### src/rtl/mem_port_arbiter.sv
// rtl/mem_port_arbiter.sv - shares one memory port between the instruction-fetch and MEM-stage requesters
module mem_port_arbiter #(
    parameter int DATA_W      = 64,
    parameter int ADDR_W      = 64,
    parameter int MAX_MEM_RUN = 4,
    parameter int TIMEOUT     = 255
) (
    input  logic              clk,
    input  logic              rst_n,
    input  logic              if_req,
    input  logic [ADDR_W-1:0] if_addr,
    output logic              if_ready,
    output logic [DATA_W-1:0] if_rdata,
    input  logic              mem_req,
    input  logic              mem_we,
    input  logic [ADDR_W-1:0] mem_addr,
    input  logic [DATA_W-1:0] mem_wdata,
    output logic              mem_ready,
    output logic [DATA_W-1:0] mem_rdata,
    output logic              stall,
    output logic              ram_en,
    output logic              ram_we,
    output logic [ADDR_W-1:0] ram_addr,
    output logic [DATA_W-1:0] ram_wdata,
    input  logic [DATA_W-1:0] ram_rdata,
    input  logic              ram_ack,
    output logic              err
);

    localparam int RUN_W  = $clog2(MAX_MEM_RUN + 1);
    localparam int WAIT_W = $clog2(TIMEOUT + 1);
    localparam logic [RUN_W-1:0]  RUN_MAX   = RUN_W'(MAX_MEM_RUN);
    localparam logic [WAIT_W-1:0] WAIT_LAST = WAIT_W'(TIMEOUT - 1);

    typedef enum logic [1:0] {
        IDLE    = 2'd0,
        MEM_ACC = 2'd1,
        IF_ACC  = 2'd2,
        DONE    = 2'd3
    } state_t;

    state_t            state;
    state_t            state_nxt;
    logic              owner_mem;
    logic [RUN_W-1:0]  run_cnt;
    logic [WAIT_W-1:0] wait_cnt;
    logic              grant_mem;
    logic              grant_if;
    logic              in_acc;
    logic              acc_ack;
    logic              acc_timeout;

    assign stall = (if_req & ~if_ready) | (mem_req & ~mem_ready);

    always_comb begin
        grant_mem   = 1'b0;
        grant_if    = 1'b0;
        in_acc      = (state == MEM_ACC) || (state == IF_ACC);
        acc_ack     = in_acc && ram_ack;
        acc_timeout = in_acc && !ram_ack && (wait_cnt == WAIT_LAST);
        state_nxt   = state;
        case (state)
            IDLE: begin
                // MEM wins unless IF has already waited through a full run of MEM grants
                grant_mem = mem_req && (!if_req || (run_cnt < RUN_MAX));
                grant_if  = !grant_mem && if_req;
                if (grant_mem) begin
                    state_nxt = MEM_ACC;
                end else if (grant_if) begin
                    state_nxt = IF_ACC;
                end
            end
            MEM_ACC, IF_ACC: begin
                if (acc_ack || acc_timeout) begin
                    state_nxt = DONE;
                end
            end
            DONE: state_nxt = IDLE;
            default: state_nxt = IDLE;
        endcase
    end

    always_ff @(posedge clk or negedge rst_n) begin
        if (!rst_n) begin
            state <= IDLE;
        end else begin
            state <= state_nxt;
        end
    end

    always_ff @(posedge clk or negedge rst_n) begin
        if (!rst_n) begin
            ram_en    <= 1'b0;
            ram_we    <= 1'b0;
            ram_addr  <= '0;
            ram_wdata <= '0;
            if_ready  <= 1'b0;
            mem_ready <= 1'b0;
            if_rdata  <= '0;
            mem_rdata <= '0;
            err       <= 1'b0;
            owner_mem <= 1'b0;
            run_cnt   <= '0;
            wait_cnt  <= '0;
        end else begin
            if_ready  <= 1'b0;
            mem_ready <= 1'b0;

            if (grant_mem) begin
                ram_en    <= 1'b1;
                ram_we    <= mem_we;
                ram_addr  <= mem_addr;
                ram_wdata <= mem_wdata;
                owner_mem <= 1'b1;
                wait_cnt  <= '0;
                if (!if_req) begin
                    run_cnt <= '0;
                end else if (run_cnt != RUN_MAX) begin
                    run_cnt <= run_cnt + RUN_W'(1);
                end
            end else if (grant_if) begin
                ram_en    <= 1'b1;
                ram_we    <= 1'b0;
                ram_addr  <= if_addr;
                ram_wdata <= '0;
                owner_mem <= 1'b0;
                wait_cnt  <= '0;
                run_cnt   <= '0;
            end else if (state == IDLE) begin
                run_cnt <= '0;
            end

            if (acc_ack || acc_timeout) begin
                ram_en <= 1'b0;
                ram_we <= 1'b0;
                if (owner_mem) begin
                    mem_ready <= 1'b1;
                end else begin
                    if_ready <= 1'b1;
                end
                if (acc_ack) begin
                    // a store leaves the previous load data visible on mem_rdata
                    if (owner_mem && !ram_we) begin
                        mem_rdata <= ram_rdata;
                    end else if (!owner_mem) begin
                        if_rdata <= ram_rdata;
                    end
                end else begin
                    err <= 1'b1;
                    if (owner_mem) begin
                        mem_rdata <= '0;
                    end else begin
                        if_rdata <= '0;
                    end
                end
            end else if (in_acc) begin
                wait_cnt <= wait_cnt + WAIT_W'(1);
            end
        end
    end

endmodule

### config.mk
export PLATFORM = sky130hd
export DESIGN_NAME = mem_port_arbiter
export DESIGN_NICKNAME = d
export VERILOG_FILES = /design/src/rtl/mem_port_arbiter.sv
export SDC_FILE = /design/constraint.sdc
export NUM_CORES = 1
export LEC_CHECK = 0
export CAP_MARGIN = 0
export CORE_AREA = 3 3 204 206
export CTS_CLUSTER_DIAMETER = 30
export CTS_CLUSTER_SIZE = 14
export DETAILED_ROUTE_END_ITERATION = 10
export DIE_AREA = 0 0 207 209
export SLEW_MARGIN = 10
export SYNTH_ARGS = -nofsm -noshare
export SYNTH_HDL_FRONTEND = slang
export SYNTH_SLANG_ARGS = --single-unit
### constraint.sdc
create_clock -name clk -period 4.15 [get_ports clk]
set_input_delay 0.83 -clock clk [delete_from_list [all_inputs] [get_ports clk]]
set_output_delay 0.83 -clock clk [all_outputs]
set_load 0.02 [all_outputs]
==> impl_results.md <==
- First-pass GRT wire length: 60620 um
- Seq pwr share: 27.6%
- PwrDens: 900.9 nW/um2
- EDFF count, synth: 0
- Die height: 209 um
- Largest net degree at the start of global routing: 78
- Setup bufs post-CTS: 0
- Reg2reg end: if_rdata[7]
- Flops & latches, synth: 275
- Most common cell after layout, fill and taps aside: clkdlybuf4s50_1
- Tcrit/Tclk final: 76.92%
- Hold-fix buffer count after cts: 0
- Synthesized area: 10920 um2
- # fillers: 3623
- Layout cells sized above 1: 10.22%
- RSZ-0062 raised after global routing: false
- Clock root buffer: clkbuf_16
- Met3 WL post-DR: 2763 um
- Synth Area in Compound Gates: 23.24%
- Post-synth ARST share: 100.0%
- Total GRT Usage: 17.63%
- Status: complete, no violations
- Critical Path End Type: output pin
- Slew at the pin with the worst max-slew slack: 0.8580 ns
- Top_reg_cell synth: dfrtp_1
- Crit path to: stall
- Global placer's final weighted congestion: 0.8102
- CTS clk-pin slew, worst paths: 0.05 ns
- Antenna violations before repair: 1
- Clock Skew: 0.02379 ns
- Top routing layer used: met4
- Fmax: 0.3133 GHz
- WL/cell: 19.80 um
- WP data required: 3.32 ns
- Vias in the first global route: 10120
- Die area: 43260 um2
- Synth Instances: 888
- Clock sink count: 275
- Reg2reg path depth: 6
- Crit path max fanout: 4
- Final net count: 1683
- Antenna Nets Post-Route: 0
- TritonCTS buffer count: 66
- FP Rows: 73
- IO Pins: 524
- Endpoints failing setup: 0
- Unique cell type count in the Yosys netlist: 47
- First-pass DRT Iterations: 5
- RR Startpoint: state[1]
- Worst Setup SP: mem_req
- HPWL Detailed: 27150 um
- Final hold slack: 0.2142 ns
- Critical path class: in -> out
- Adder-Cell Fraction of Synth Area: 0.5727%
- Psw: 6.094 mW
- FF-to-FF setup slack: 1.73 ns
- DR vias: 9510
- Minimum clock period: 3.192 ns
- Synth Net Count: 1155
- PortBufs: 523
- CTS resizes: 0
- Drt first-iter violations: 452
- Clock group share of total power: 30.5%
- Initial core utilization: 27.43%
- DRC violations left: 0
- Startpoint Class: primary input
- Max-cap check violation count: 0
- Largest family of logic cells by synthesized area: compound AO/OA/AOI/OAI gates
- VDD IR-drop max: 0.4363 mV
- Final hold vios: 0
- Leading area contributor after synthesis: dfrtp_1
- Detailed route wirelength on metal2: 19560 um
- Comb power frac: 41.9%
- DR vias/cell: 4.772
- Max Slew Vio Count: 0
- CTS tree: built
- Post-synthesis simple-gate area fraction: 8.751%
- Layout area overhead: 72.93%
- Avg Inst Size Synth: 12.30 um2
- Critical Path AT: 2.36 ns
- Cells taking the most area after synthesis: dfrtp_1 (63%), a22o_1 (15%), nand3b_1 (4.4%)
- Leading cell types in the layout, fill and taps excluded: clkdlybuf4s50_1 (521), dfrtp_1 (275), a22o_1 (188), nor2_1 (69)
- TNS Setup: 0 ns
- LEAKAGE: 8.001 nW
- Synth Warn #: 0
- Internal: 10.92 mW
- Skew-Pair Late Insertion Delay: 0.56 ns
- Yosys top cell area share: 63.00%
- Max clock buf depth: 3
- Total Wirelength: 39450 um
- Seq/Total Area, Yosys: 63.00%
- Post-synthesis mux area share: 0.09164%
- HP Class: in -> async
- Core Region: 39820 um2
- GRT Residual Overflow: 0
- H-tree levels: 3
- M1 WL: 15690 um
- Switching share of power: 35.81%
- Die span in x: 207 um
- Slew headroom: 42.80%
- Xor/xnor share of the synthesized area: 0.08018%
==> cell usage after synthesis (all sizes together) (2+ instances only) <==
cell    number
clkbuf      29
inv          9
ha           5
o22ai        6
nand3        9
and2         2
nand4        2
nand2b       2
o21ai       68
a22o       192
dfrtp      275
a21oi       69
nor3         4
a21o         2
buf         51
and3         3
nor2        71
nand3b      64
nand2        4
a211o        4
nor3b        2
==> per-stage QoR <==
stage / power [mW] / worst slack (ns) / utilization (%) / cells / cell area, um2
4_1_cts: 17.25 / 0.9478 / 47.43 / 1992 / 18890
5_1_grt: 17.90 / 0.8872 / 47.43 / 1993 / 18890
6_report: 17.02 / 0.9578 / 47.43 / 1993 / 18890
3_5_place_dp: 11.90 / 0.9595 / 41.70 / 1873 / 16600
2_1_floorplan: 8.341 / 1.906 / - / 888 / 10920
3_3_place_gp: 11.83 / 0.9763 / 41.70 / 1873 / 16600
==> cells by family after synthesis <==
logic type / after synthesis
AOI/OAI and AO/OA: 350
xor gates and xnor gates: 1
buffers and inverters: 89
muxes: 1
DFF: 275
and+or+nand+nor: 167
adders and majority gates: 5
==> how the worst min path moves through the flow <==
stage                    endpoint  slack (ns)  cells past startpoint
detailed placement            err        0.48                      1
global route         if_rdata[47]        0.24                      1
finish              mem_rdata[47]        0.21                      1
floorplan              run_cnt[2]        0.45                      1
global placement              err        0.46                      1
CTS                 mem_rdata[47]        0.21                      1
==> power groups by stage <==
stage / clock network (mW) / registers (mW) / logic, mW
floorplan: 0 / 6.10 / 2.24
global placement: 0 / 4.68 / 7.15
detailed placement: 0 / 4.68 / 7.21
CTS: 5.32 / 4.70 / 7.23
global route: 5.46 / 4.86 / 7.57
finish: 5.20 / 4.70 / 7.12
==> sequential cells by signal (all words and copies together), names as in the netlist, 2 cells and up <==
name       count
mem_rdata     64
if_rdata      64
state          2
run_cnt        3
ram_addr      64
ram_wdata     64
wait_cnt       8
==> final cells by class <==
cell class	instances	area (um2)	area share (%)
multi-input combinational	524	3632	19.23
timing repair buffer	540	5400	28.59
sequential	275	6882	36.43
inverter	9	33.78	0.1788
clock inverter	36	434.2	2.298
tap	525	656.9	3.478
clock buffer	83	1848	9.783
antenna	1	2.502	0.01325
==> worst max-delay path: stages <==
cell	delay (ns)
clkdlybuf4s50_1	0.61
inv_1	0.13
o22ai_1	0.16
clkdlybuf4s50_1	0.64
==> metal layers <==
| metal | vias to the layer above | track usage [%] |
|---|---|---|
| li1 | 4378 | - |
| met1 | 4649 | 21.28 |
| met2 | 407 | 29.16 |
| met3 | 76 | 5.164 |
| met4 | 0 | 8.169 |
| met5 | - | 0 |
Note: power is estimated with default switching activity, not from simulation.
